[src/rtl/button_event.sv]
// Turns a debounced button level into registered single-cycle event pulses:
// press, release, click, double click, long press and auto-repeat.
module button_event #(
  parameter logic PRESS_LEVEL = 1'b0,
  parameter int   LONG_CYC    = 20,
  parameter int   REPEAT_CYC  = 8,
  parameter int   DBL_CYC     = 10,
  parameter int   CNT_W       = 16
) (
  input  logic clk_i,
  input  logic rst_ni,
  input  logic in_i,
  output logic held_o,
  output logic press_o,
  output logic release_o,
  output logic click_o,
  output logic dbl_click_o,
  output logic long_press_o,
  output logic repeat_o
);

  typedef enum logic [1:0] {IDLE, PRESSED, LONG, GAP} state_e;

  localparam logic [CNT_W-1:0] LONG_MAX = CNT_W'(LONG_CYC - 1);
  localparam logic [CNT_W-1:0] REP_MAX  = CNT_W'(REPEAT_CYC - 1);
  localparam logic [CNT_W-1:0] DBL_MAX  = CNT_W'(DBL_CYC - 1);

  state_e           state_q, state_d;
  logic [CNT_W-1:0] cnt_q, cnt_d;
  logic             second_q, second_d;
  logic             s_q;
  logic             press_q, release_q, click_q, dbl_q, long_q, rep_q;
  logic             click_d, dbl_d, long_d, rep_d;
  logic             s, pe, re;

  assign s  = (in_i == PRESS_LEVEL);
  assign pe = s & ~s_q;
  assign re = ~s & s_q;

  always_comb begin
    state_d  = state_q;
    cnt_d    = cnt_q;
    second_d = second_q;
    click_d  = 1'b0;
    dbl_d    = 1'b0;
    long_d   = 1'b0;
    rep_d    = 1'b0;
    unique case (state_q)
      IDLE: begin
        if (pe) begin
          state_d  = PRESSED;
          cnt_d    = '0;
          second_d = 1'b0;
        end
      end
      PRESSED: begin
        // A release on the long-press edge wins: the press counts as short.
        if (re) begin
          state_d = second_q ? IDLE : GAP;
          cnt_d   = '0;
        end else if (cnt_q == LONG_MAX) begin
          long_d  = 1'b1;
          state_d = LONG;
          cnt_d   = '0;
        end else begin
          cnt_d = cnt_q + 1'b1;
        end
      end
      LONG: begin
        if (re) begin
          state_d = IDLE;
          cnt_d   = '0;
        end else if (cnt_q == REP_MAX) begin
          rep_d = 1'b1;
          cnt_d = '0;
        end else begin
          cnt_d = cnt_q + 1'b1;
        end
      end
      GAP: begin
        // A second press on the timeout edge still counts as a double click.
        if (pe) begin
          dbl_d    = 1'b1;
          state_d  = PRESSED;
          cnt_d    = '0;
          second_d = 1'b1;
        end else if (cnt_q == DBL_MAX) begin
          click_d = 1'b1;
          state_d = IDLE;
          cnt_d   = '0;
        end else begin
          cnt_d = cnt_q + 1'b1;
        end
      end
      default: begin
        state_d = IDLE;
        cnt_d   = '0;
      end
    endcase
  end

  always_ff @(posedge clk_i or negedge rst_ni) begin
    if (!rst_ni) begin
      state_q   <= IDLE;
      cnt_q     <= '0;
      second_q  <= 1'b0;
      s_q       <= 1'b0;
      press_q   <= 1'b0;
      release_q <= 1'b0;
      click_q   <= 1'b0;
      dbl_q     <= 1'b0;
      long_q    <= 1'b0;
      rep_q     <= 1'b0;
    end else begin
      state_q   <= state_d;
      cnt_q     <= cnt_d;
      second_q  <= second_d;
      s_q       <= s;
      press_q   <= pe;
      release_q <= re;
      click_q   <= click_d;
      dbl_q     <= dbl_d;
      long_q    <= long_d;
      rep_q     <= rep_d;
    end
  end

  assign held_o       = s_q;
  assign press_o      = press_q;
  assign release_o    = release_q;
  assign click_o      = click_q;
  assign dbl_click_o  = dbl_q;
  assign long_press_o = long_q;
  assign repeat_o     = rep_q;

endmodule

[config.mk]
export PLATFORM = sky130hd
export DESIGN_NAME = button_event
export DESIGN_NICKNAME = d
export VERILOG_FILES = /design/src/rtl/button_event.sv
export SDC_FILE = /design/constraint.sdc
export NUM_CORES = 1
export LEC_CHECK = 0
export BUFFER_PORTS_ARGS = -buffer_cell sky130_fd_sc_hd__buf_2
export CAP_MARGIN = 0
export CORE_AREA = 2 2 49 96
export CTS_BUF_LIST = sky130_fd_sc_hd__clkbuf_8
export DETAILED_ROUTE_END_ITERATION = 8
export DIE_AREA = 0 0 51 98
export PLACE_DENSITY = 0.58
export SYNTH_ARGS = -nofsm -noshare
export SYNTH_HDL_FRONTEND = slang
export SYNTH_SLANG_ARGS = --single-unit
[constraint.sdc]
create_clock -name clk_i -period 4.6 [get_ports clk_i]
set_input_delay 0.46 -clock clk_i [delete_from_list [all_inputs] [get_ports clk_i]]
set_output_delay 0.46 -clock clk_i [all_outputs]
set_load 0.05 [all_outputs]
After elaboration in Yosys (flattened, before gate mapping)
Index checks and enable logic that the tools add are counted.
{"block": "classes", "n_reduce_logical": 4, "n_mux": 30, "bitwise": 4, "n_addsub": 1, "n_eq_ne": 11}
{"cell": "$mux W16", "count": 7}
{"cell": "$pmux W16 S4", "count": 1}
{"cell": "$add A16 B1 Y16 const B", "count": 1}
{"cell": "$eq A16 B3 Y1 const B", "count": 1}
{"cell": "$eq A16 B4 Y1 const B", "count": 1}
{"cell": "$eq A16 B5 Y1 const B", "count": 1}
{"cell": "$mux W2", "count": 7}
{"cell": "$mux W1", "count": 13}
{"cell": "$pmux W2 S4", "count": 1}
{"cell": "$ne A2 B2 Y1 const B", "count": 3}
{"cell": "$ne A3 B3 Y1 const B", "count": 2}
{"cell": "$eq A2 B2 Y1 const B", "count": 2}
{"cell": "$reduce_and A4 Y1", "count": 1}
{"cell": "$reduce_and A3 Y1", "count": 1}
{"cell": "$and A1 B1 Y1", "count": 2}
{"cell": "$eq A2 B1 Y1 const B", "count": 1}
{"cell": "$logic_not A2 Y1", "count": 1}
{"cell": "$not A1 Y1", "count": 2}
{"cell": "$pmux W1 S2", "count": 1}
{"cell": "$reduce_bool A2 Y1", "count": 1}
{"block": "word_totals", "wordCells": 60, "out_inout_bits": 7, "reg_bits": 26, "input_bits": 3}

Depth between registers and ports, before layout
{"block": "logic_depth", "ltp_word": 4, "ltp_mapped": 8, "depth_no_buf": 7}

Worst setup path after synthesis
No wires, ideal clock.
{"block": "synth_path", "kind": "register to register", "startpoint": "register s_q, in the netlist held_o", "endpoint": "register cnt_q[10]", "arrival_ns": 1.815, "path_stages_with_launch": 8, "path_buffers": 2, "synth_period_minus_slack_ns": 1.934, "setup_time_ns": 0.119, "setup_slack_ns": 2.666, "required_time_ns": 4.481, "cell_sequence": "dfrtp_1 and2_1 clkbuf_1 nor2_1 a22o_1 nor3_4 buf_6 nor2_2"}
{"block": "synth_between", "elab_cells_between_ends": 8, "cone_classes": "eq/ne (1); mux (4); bitwise (3)"}
{"element": "from (decl)", "line_no": "31", "source": "logic s_q;"}
{"element": "from (signal assigned)", "line_no": "118", "source": "s_q <= s;"}
{"element": "$and A1 B1 Y1 (*)", "line_no": "38", "source": "assign re = ~s & s_q;"}
{"element": "via re", "line_no": "34", "source": "logic s, pe, re;"}
{"element": "$mux W16, on equally long branches", "line_no": "70, 58"}
{"element": "$pmux W16 S4 (*)", "line_no": "48", "source": "unique case (state_q)"}
{"element": "to (signal assigned)", "line_no": "116", "source": "cnt_q <= cnt_d;"}
{"element": "to (decl)", "line_no": "29", "source": "logic [CNT_W-1:0] cnt_q, cnt_d;"}
Mark *: on every way through the listed nets, which the timed path passes. The rest lies on a longest branch.
A chain may end at the register's enable or synchronous reset.

Worst setup path after layout
{"block": "layout_path", "startpoint": "register cnt_q[0]", "endpoint": "register cnt_q[6]"}
{"block": "layout_between", "elab_chain_len": 4, "elab_cells_between_ends": 11, "cone_classes": "add/sub (1); eq/ne (3); mux (7)"}
{"element": "$add A16 B1 Y16, or another cell as far along", "line_no": "66, 77, 92"}
{"element": "$mux W16, on equally long branches", "line_no": "87, 61, 73"}
{"element": "$mux W16, on equally long branches", "line_no": "82, 58, 70"}
{"element": "$pmux W16 S4 (*)", "line_no": "48"}
Mark *: on every way between the ends. The rest lies on a longest branch, timed or not.

==> summary.md <==
| Metric | Value |
|---|---|
| PD cells | 464 mW/mm^2 |
| HP Class | primary input to async pin |
| Final worst clock skew | 0.00416 ns |
| Top cell type by total area after synthesis | dfrtp_1 |
| Worst rel slew slack | 23.3% |
| Initial Utilization | 33.0% |
| Routed vias/inst | 5.37 |
| Setup TNS | 0 ns |
| Power after layout | 0.000726 W |
| Synth cell types | 39 |
| Critical Path Start Type | flip-flop |
| Clock sink total | 26 |
| CTS tree | yes |
| Diodes inserted | 0 |
| Commonest cells in the netlist | 26 x dfrtp_1, 11 x nor2_1, 10 x nor2_2, 8 x nand2_1, 7 x o21ai_0 |
| Worst slew pin tran | 1.13 ns |
| Drt pass-1 iters | 4 |
| Num CTS Buffers | 3 |
| All-Layer GR Usage | 13.7% |
| Pin count of the biggest net entering global routing | 27 |
| Register bit total from synthesis | 26 |
| WS Path Type | flip-flop to flip-flop |
| Synth Area in Compound Gates | 8.47% |
| First-pass GRT wire length | 5310 um |
| Routed wire per std cell | 15.2 um |
| Clk_lat worst skew | 0.27 ns |
| Synth Flop Type | dfrtp_1 |
| Syn_area_per_cell | 10.3 um^2 |
| Row cnt | 34 |
| CP max FO | 13 |
| Largest family of logic cells by synthesized area | simple AND/OR/NAND/NOR gates |
| Share of cells above drive strength 1 | 23.3% |
| Crit. Startpoint | cnt_q[0] |
| 1st-iter DRT viols | 29 |
| Maxcap violations | 0 |
| DRT Wirelength | 3050 um |
| IO Pins | 10 |
| Post-DP HPWL | 2320 um |
| Pre-CTS setup slack | 2.23 ns |
| Fin. Hold Viols | 0 |
| Post-synth ARST share | 100% |
| Syn Nets | 144 |
| Post-Syn Instances | 138 |
| Required time worst endpoint | 4.72 ns |
| Xor/xnor share of the synthesized area | 6.18% |
| RSZ-0062 raised after global routing | false |
| Port Buffers | 9 |
| Most common cell in the synthesized netlist | dfrtp_1 |
| Fin crit share | 52.9% |
| Hold Buf Count CTS | 0 |
| Sequential share of the synthesized area | 45.9% |
| Minimum clock period | 2.43 ns |
| Final net count | 153 |
| Post-synth EDFFs | 0 |
| Non-Filler Instances | 200 |
| Leak pwr | 0.667 nW |
| Depth of the CTS H-tree | 1 |
| Arr. time, crit path | 2.56 ns |
| Area fraction of the dominant cell type after synthesis | 45.9% |
| Final Max Tran Viols | 0 |
| FMAX | 0.411 GHz |
| Congestion Overflow GR | 0 |
| Vias in the first global route | 1113 |
| R2R Path Start | cnt_q[0] |
| Core area | 0.00430 mm^2 |
| Height of the die | 98 um |
| Final ANT Viol Nets | 0 |
| Most area-consuming cells after synthesis | dfrtp_1 46%, nor2_2 4.4%, xor2_1 3.7%, nor4_4 3.0%, nor2_1 2.9% |
| Simple-gate share of the synthesized area | 31.9% |
| Clock Tree Root | clkbuf_8 |
| Initial antenna violation count | 0 |
| Crit end category | flip-flop |
| Placed Cells | 196 |
| Synth Area in Adders | 2.65% |
| Setup Buffers After CTS | 0 |
| Layout area overhead | 10.3% |
| Mux contribution to synthesized area | 0.706% |
| Total die area | 0.00500 mm^2 |
| Synth warn | 0 |
| Status | completed |
| Longest Clk Path Bufs | 2 |
| Routability Congestion | 0.813 |
| Final WS setup | 2.17 ns |
| Routed vias | 1073 |
| Residual DRC | 0 |
| Resize count post-CTS | 0 |
| Reg clk slew, reported paths | 0.09 ns |
| Worst IR Drop VDD | 254 uV |
| Setup violators final | 0 |
| Die Width | 51 um |
| Synthesized area | 0.00142 mm^2 |
-- area by class of cell --
cell class              instances  area [um^2]
fillers                       432         2730
clock buffers                   3         41.3
clock inverters                 1         30.0
flip-flops and latches         26          651
well taps                      54         67.6
inverters                       6         22.5
multi-input cells             101          707
repair buffers                  9         45.0
-- kinds of logic (layout without fill, tap and decap cells) --
kind of cell | after synthesis | in the layout
AND/OR/NAND/NOR | 68 | 68
flip-flops | 26 | 26
AO/OA/AOI/OAI | 19 | 19
buffers and inverters | 11 | 19
XOR/XNOR | 10 | 10
adder cells (fa/ha/maj) | 3 | 3
multiplexers | 1 | 1
-- placed cells by master, fill, tap and decap left out, types with 4 or more instances in the layout --
cell type	Yosys	layout
nand2_1	8	8
nor3_1	4	4
xor2_1	6	6
dfrtp_1	26	26
nand4_1	4	4
o21ai_0	7	7
nor2_2	10	10
nor2_1	11	11
xnor2_1	4	4
inv_1	6	6
nand3_1	6	6
buf_2	0	9
-- state kept, by name, indices dropped and copies added (netlist names) --
signal and count:
click_o 1, cnt_q 16, dbl_click_o 1, held_o 1, long_press_o 1, press_o 1, release_o 1, repeat_o 1
second_q 1, state_q 2
-- per-layer routing --
layer  vias up  wire, um  GRT usage [%]
met5         -         0              0
met4         0       110           8.32
met3        11        87           1.83
met2        30      1700           23.5
met1       527      1150           15.5
li1        505         -              -
-- path summary, 6_finish.rpt --
kind	to	slack, ns	depth (start not counted)
max	cnt_q[6]	2.17	6
min	cnt_q[5]	0.18	1
max reg2reg	cnt_q[6]	2.17	6
min reg2reg	cnt_q[0]	0.59	1
max in group asynchronous	cnt_q[8]	4.04	1
min in group clk_i	held_o	0.36	2
-- through the flow --
step                cell area [um^2]  utilization, %  hold WS, ns
floorplan                       1420               -        0.164
global placement                1490            34.7        0.488
detailed placement              1490            34.7        0.502
CTS                             1560            36.4        0.204
global route                    1560            36.4        0.217
finish                          1560            36.4        0.178
-- report_power, final --
group | switching, W | internal, W
combinational | 0.000153 | 0.0000781
sequential | 0.0000458 | 0.000255
clock | 0.0000776 | 0.000117
-- worst max-delay path, stage by stage, from the launching register on --
cell      delay (ns)
dfrtp_1         0.46
ha_1            0.20
nor4bb_1        0.37
nand4_1         0.14
a22o_1          0.28
nor3_4          0.64
o32ai_1         0.19
No activity file was read; power rests on OpenSTA's default activity.
